File: src/rtl/xxh32_stripe_packer.sv
// xxh32_stripe_packer: packs 32-bit little-endian message words into
// 128-bit xxh32 stripes and tags the final stripe with word/byte counts.
//
// Ports:
//   clk, rst_n            clock, async active-low reset
//   in_valid/in_ready     word handshake; in_data byte 0 in [7:0]
//   in_last, in_bytes     final word flag and its valid bytes (0..4)
//   out_valid/out_ready   stripe handshake
//   out_stripe            word 0 in [31:0] .. word 3 in [127:96]
//   out_nwords            valid words in stripe (0..4)
//   out_last_bytes        valid bytes in highest valid word (0..4)
//   out_last              final stripe of the message
//   out_total_len         message byte length, valid with out_last
//
// Optional: define XXH_PACKER_STATS_EN to add stat_stripes, stat_msgs
// and stat_stalls saturating counters.
module xxh32_stripe_packer #(
    parameter int LEN_W = 32,
    parameter int LANES = 4
) (
    input  logic             clk,
    input  logic             rst_n,
    input  logic             in_valid,
    output logic             in_ready,
    input  logic [31:0]      in_data,
    input  logic             in_last,
    input  logic [2:0]       in_bytes,
    output logic             out_valid,
    input  logic             out_ready,
    output logic [127:0]     out_stripe,
    output logic [2:0]       out_nwords,
    output logic [2:0]       out_last_bytes,
    output logic             out_last,
    output logic [LEN_W-1:0] out_total_len
`ifdef XXH_PACKER_STATS_EN
    ,
    output logic [31:0]      stat_stripes,
    output logic [31:0]      stat_msgs,
    output logic [31:0]      stat_stalls
`endif
);

    logic [1:0]             cnt_q, cnt_d;
    logic [LANES-1:0][31:0] buf_q, buf_d;
    logic [LEN_W-1:0]       len_q, len_d;

    logic                   out_valid_q, out_valid_d;
    logic [127:0]           out_stripe_q, out_stripe_d;
    logic [2:0]             out_nwords_q, out_nwords_d;
    logic [2:0]             out_last_bytes_q, out_last_bytes_d;
    logic                   out_last_q, out_last_d;
    logic [LEN_W-1:0]       out_total_len_q, out_total_len_d;

    logic [2:0]             eff_bytes;
    logic [31:0]            data_m;
    logic                   acc;
    logic                   done;
    logic                   store;
    logic [LEN_W-1:0]       len_sum;
    logic [LANES-1:0][31:0] stripe_next;

    // Only the last word carries a byte count; anything above 4 clamps.
    assign eff_bytes = !in_last         ? 3'd4 :
                       (in_bytes > 3'd4) ? 3'd4 : in_bytes;

    always_comb begin
        data_m = '0;
        for (int i = 0; i < 4; i++) begin
            if (3'(i) < eff_bytes) begin
                data_m[8*i +: 8] = in_data[8*i +: 8];
            end
        end
    end

    // A word that cannot close a stripe never waits on the output side.
    assign in_ready = ((cnt_q != 2'd3) && !in_last) ||
                      !out_valid_q || out_ready;
    assign acc      = in_valid && in_ready;
    assign done     = acc && ((cnt_q == 2'd3) || in_last);
    assign store    = (eff_bytes != 3'd0);
    assign len_sum  = len_q + LEN_W'(eff_bytes);

    always_comb begin
        stripe_next = buf_q;
        if (store) begin
            stripe_next[cnt_q] = data_m;
        end
    end

    always_comb begin
        cnt_d            = cnt_q;
        buf_d            = buf_q;
        len_d            = len_q;
        out_valid_d      = out_valid_q;
        out_stripe_d     = out_stripe_q;
        out_nwords_d     = out_nwords_q;
        out_last_bytes_d = out_last_bytes_q;
        out_last_d       = out_last_q;
        out_total_len_d  = out_total_len_q;
        if (out_valid_q && out_ready) begin
            out_valid_d = 1'b0;
        end
        if (done) begin
            out_valid_d     = 1'b1;
            out_stripe_d    = stripe_next;
            out_nwords_d    = {1'b0, cnt_q} + {2'b00, store};
            // An empty closing word leaves the last held word, if any, full.
            out_last_bytes_d = store            ? eff_bytes :
                               (cnt_q == 2'd0)  ? 3'd0 : 3'd4;
            out_last_d      = in_last;
            out_total_len_d = len_sum;
            cnt_d           = 2'd0;
            buf_d           = '0;
            len_d           = in_last ? '0 : len_sum;
        end else if (acc) begin
            cnt_d = cnt_q + 2'd1;
            buf_d = stripe_next;
            len_d = len_sum;
        end
    end

    always_ff @(posedge clk or negedge rst_n) begin
        if (!rst_n) begin
            cnt_q            <= '0;
            buf_q            <= '0;
            len_q            <= '0;
            out_valid_q      <= 1'b0;
            out_stripe_q     <= '0;
            out_nwords_q     <= '0;
            out_last_bytes_q <= '0;
            out_last_q       <= 1'b0;
            out_total_len_q  <= '0;
        end else begin
            cnt_q            <= cnt_d;
            buf_q            <= buf_d;
            len_q            <= len_d;
            out_valid_q      <= out_valid_d;
            out_stripe_q     <= out_stripe_d;
            out_nwords_q     <= out_nwords_d;
            out_last_bytes_q <= out_last_bytes_d;
            out_last_q       <= out_last_d;
            out_total_len_q  <= out_total_len_d;
        end
    end

    assign out_valid      = out_valid_q;
    assign out_stripe     = out_stripe_q;
    assign out_nwords     = out_nwords_q;
    assign out_last_bytes = out_last_bytes_q;
    assign out_last       = out_last_q;
    assign out_total_len  = out_total_len_q;

`ifdef XXH_PACKER_STATS_EN
    logic [31:0] stripes_q, stripes_d;
    logic [31:0] msgs_q, msgs_d;
    logic [31:0] stalls_q, stalls_d;
    logic        xfer;

    assign xfer = out_valid_q && out_ready;

    always_comb begin
        stripes_d = stripes_q;
        msgs_d    = msgs_q;
        stalls_d  = stalls_q;
        if (xfer && !(&stripes_q)) begin
            stripes_d = stripes_q + 32'd1;
        end
        if (xfer && out_last_q && !(&msgs_q)) begin
            msgs_d = msgs_q + 32'd1;
        end
        if (in_valid && !in_ready && !(&stalls_q)) begin
            stalls_d = stalls_q + 32'd1;
        end
    end

    always_ff @(posedge clk or negedge rst_n) begin
        if (!rst_n) begin
            stripes_q <= '0;
            msgs_q    <= '0;
            stalls_q  <= '0;
        end else begin
            stripes_q <= stripes_d;
            msgs_q    <= msgs_d;
            stalls_q  <= stalls_d;
        end
    end

    assign stat_stripes = stripes_q;
    assign stat_msgs    = msgs_q;
    assign stat_stalls  = stalls_q;
`endif

endmodule

File: config.mk
export PLATFORM = sky130hd
export DESIGN_NAME = xxh32_stripe_packer
export DESIGN_NICKNAME = d
export VERILOG_FILES = /design/src/rtl/xxh32_stripe_packer.sv
export SDC_FILE = /design/constraint.sdc
export NUM_CORES = 1
export LEC_CHECK = 0
export ABC_AREA = 1
export ABC_CLOCK_PERIOD_IN_PS = 1800
export CAP_MARGIN = 20
export CELL_PAD_IN_SITES_DETAIL_PLACEMENT = 1
export CELL_PAD_IN_SITES_GLOBAL_PLACEMENT = 1
export CORE_MARGIN = 5
export CORE_UTILIZATION = 37
export DETAILED_ROUTE_END_ITERATION = 7
export PLACE_DENSITY = 0.81
export SLEW_MARGIN = 20
export SYNTH_ARGS = -nofsm -noshare
export SYNTH_HDL_FRONTEND = slang
export SYNTH_SLANG_ARGS = --single-unit
File: constraint.sdc
create_clock -name clk -period 1.8 [get_ports clk]
set_clock_uncertainty 0.2 [all_clocks]
set_input_delay 0.54 -clock clk [delete_from_list [all_inputs] [get_ports clk]]
set_output_delay 0.54 -clock clk [all_outputs]
set_load 0.02 [all_outputs]
==> results by group <==
Pwr
  • Total internal power: between 15,000 and 20,000 µW
  • PD cells: between 1000 and 1500 nW/µm²
  • Flop pwr share: 36.2%
  • NetSw: roughly 9000 µW
  • Combinational share of power: 31.5%
  • Leakage power: 0.0104 µW
  • Max VDD drop: 0.903 mV
  • Clock power share: 32.4%
  • Sw Ratio: about a third

Routing
  • DR WL/cell: 25.4 µm
  • DRC viols: 0
  • Vias after detailed routing: about 15,000
  • Initial DRC count: ~1,200
  • Routed WL: 67,500 µm
  • Detail Route Antenna Nets: 0
  • TritonRoute pass-1 iters: 5
  • Vias per inst: roughly 5.6

Clocking
  • CTS root buf: clkbuf_16
  • Total CTS buffers: 38
  • H-tree depth: 2
  • CTS sink count: 330
  • CTS Buffer Depth: 3
  • Clk slew on worst S/H paths: about 0.06 ns
  • Worst-Skew Late Latency: 0.58 ns
  • TritonCTS clock tree: yes

Run
  • Max_cap viols: 0

Synthesis
  • Largest area contributor in the netlist: dfrtp_1
  • Post-synth cell types: 27
  • Synth cell count leaders: nand2_1 (545), dfrtp_1 (330), o21ai_0 (229), nor2_1 (182), a21oi_1 (129)
  • Syn Area/Cell: between 8 and 9 µm²
  • Seq/Total Area, Yosys: 57.9%
  • Post-synth EDFFs: 0
  • Predominant post-synthesis flop cell: dfrtp_1
  • Warnings, synthesis: 0
  • Syn Inst Count: between 1,500 and 2,000
  • Mapped Nets: 1,734
  • Top-area cell type share of the netlist area: 57.9%
  • Synthesized flop and latch total: 330
  • Most frequent cell after synthesis: nand2_1
  • Ranking of synthesized cells by area: dfrtp_1 (58%), nand2_1 (14%), o21ai_0 (8.0%)
  • Cell area after synthesis: about 14,000 µm²
  • Share of synthesized flip-flops with an asynchronous set or reset: 100%

Setup path
  • Worst setup path class: flip-flop to output pin
  • Critical path, cell by cell: ha_4 > inv_4 > nand2_4 > nand3_4 > buf_6
  • RR Endpoint: len_q[13]
  • Delay-heaviest family, CP: flip-flops
  • Crit path DAT: approximately 1.5 ns
  • Worst path max stage delay: 0.42 ns
  • CP max stage cell: dfrtp_1
  • Worst path depth: 5
  • Nature of the critical path endpoint: output pin
  • Worst r2r path cells: 13
  • Bufs and invs on worst path: 2
  • CP Max Fanout: 2
  • Worst Setup SP: cnt_q[1]
  • Flop2flop setup slack: -0.40 ns
  • Critical path required time: 1.06 ns
  • Crit Reg-Reg Startpoint: cnt_q[1]
  • Crit start category: flip-flop

Layout
  • Share of layout cells above drive strength 1: 31.9%
  • Fin nets: 2,147
  • Fillers: 4,285
  • Register area: 8260 µm²
  • Finished layout cell area: 22,100 µm²
  • Footprint of the multi-input gates: 6180 µm²
  • Area grow syn2layout: 55.2%
  • Util after Layout: 57.7%

Placed design
  • Area after DPL: 18,200 µm²
  • Post-DP HPWL: 36,900 µm
  • Routability cong.: approximately 0.89
  • IO Port Bufs: 208

Global routing
  • Antenna violations before repair: 10
  • First-pass GRT wire length: 96,200 µm
  • Overall routing resource usage: 29.4%
  • Total gr overflow: 0
  • Vias in the first global route: 16,000
  • Largest net degree at the start of global routing: 64

STA
  • Final Hold Violating Endpoints: 0
  • Fin crit share: 123%
  • Min Tclk post-route: 2.22 ns
  • Setup slack after layout: -0.416 ns
  • Relative slew slack: between 70 and 80%
  • Worst Tran Pin Value: 0.427 ns
  • TNS Setup: -83.82 ns
  • RSZ-0062 raised after global routing: yes
  • Slew Limit Fails: 0
  • Final setup violation count: 499
  • Fmax: 0.451 GHz

Floorplanning
  • Initial core utilization: a little under two fifths
  • Die area: 42,600 µm²
  • Io pins: 209
  • Die W: 206 µm
  • Core area: 38,400 µm²
  • Die Y: 206 µm
  • Row Count: 72

Outcome
  • Outcome: finished, violations left
  • Failing checks: negative setup slack

Min path
  • Hold Path Class: input port to asynchronous set/reset pin
[layer usage]
metal	GRT usage, %	vias to the layer above	wire length (µm)
li1	-	6293	-
met1	36.0	7510	24900
met2	50.1	725	34000
met3	4.79	258	4660
met4	15.2	0	3980
met5	0	-	0
[placed cells by master, fill, tap and decap left out, types with 5 or more instances in the layout]
master,Yosys,layout
a21oi_1,129,91
nor2_4,0,17
nand2_2,0,31
nor2_1,182,156
nand2_4,3,10
bufinv_16,0,6
inv_1,53,39
o21ai_0,229,108
clkbuf_1,47,5
a21oi_2,0,30
diode_2,0,11
dfrtp_1,330,326
clkbuf_8,0,6
clkdlybuf4s50_1,0,34
buf_16,0,8
buf_6,13,178
nand3_4,1,5
clkbuf_16,0,42
clkinv_2,0,7
buf_4,5,169
inv_2,2,6
bufbuf_16,0,8
buf_12,0,55
buf_8,0,7
nand3_1,25,17
nand3b_1,5,5
nand3_2,1,5
ha_4,0,7
nor2_2,1,10
a21oi_4,0,8
nand2_1,545,504
o21ai_2,0,26
o21ai_1,58,150
[metrics by stage]
stage               power (µW)  setup WS, ns  cells  hold WS [ns]
floorplan                12100        -0.701   1684        0.0444
global placement         15500         -1.32   2454         0.184
detailed placement       15700         -1.41   2454         0.184
CTS                      25500        -0.401   2616         0.125
global route             27400        -0.462   2653         0.237
finish                   26500        -0.416   2654         0.224
[layout make-up]
type / instances / share of cell area [%]
clock inverter: 18 / 1.23
timing repair buffer: 467 / 24.5
inverter: 56 / 1.15
sequential: 330 / 37.3
multi-input combinational: 1204 / 27.9
tap: 518 / 2.93
clock buffer: 50 / 4.87
antenna: 11 / 0.124
[power groups by stage]
stage               sequential [µW]  clock [µW]  combinational (µW)
global route                   9660        8960                8740
global placement               9330           0                6140
finish                         9570        8570                8320
detailed placement             9380           0                6360
floorplan                     10000           0                2070
CTS                            9440        8510                7570
[repair_timing]
item,in CTS,in global routing
endpoints found under the setup margin,499,499
gates cloned,15,3
gates resized for setup,1174,147
hold buffers,1,0
pin swaps,37,35
buffers inserted,81,25
endpoints found under the hold margin,330,0
[logic make-up after synthesis]
| family | count (synthesis) | synth area share (%) |
|---|---|---|
| fa+ha+maj | 10 | 0.930 |
| flops | 330 | 57.9 |
| simple gates | 764 | 20.8 |
| compound gates | 419 | 14.7 |
| xor+xnor | 11 | 0.675 |
| buf+inv | 150 | 5.00 |
[flip-flops by register name, summed over array words and instances, names as in the netlist]
signal          count
out_stripe        128
buf_q             128
out_total_len      32
cnt_q               2
len_q              32
out_last_bytes      3
out_last            1
out_valid           1
out_nwords          3
[how the worst max path moves through the flow]
stage	to	slack, ns
after floorplan	out_total_len[22]	-0.70
after global placement	len_q[26]	-1.32
after detailed placement	out_total_len[22]	-1.41
after CTS	in_ready	-0.40
after global routing	len_q[30]	-0.46
final	in_ready	-0.42
No activity file was read; power rests on OpenSTA's default activity.
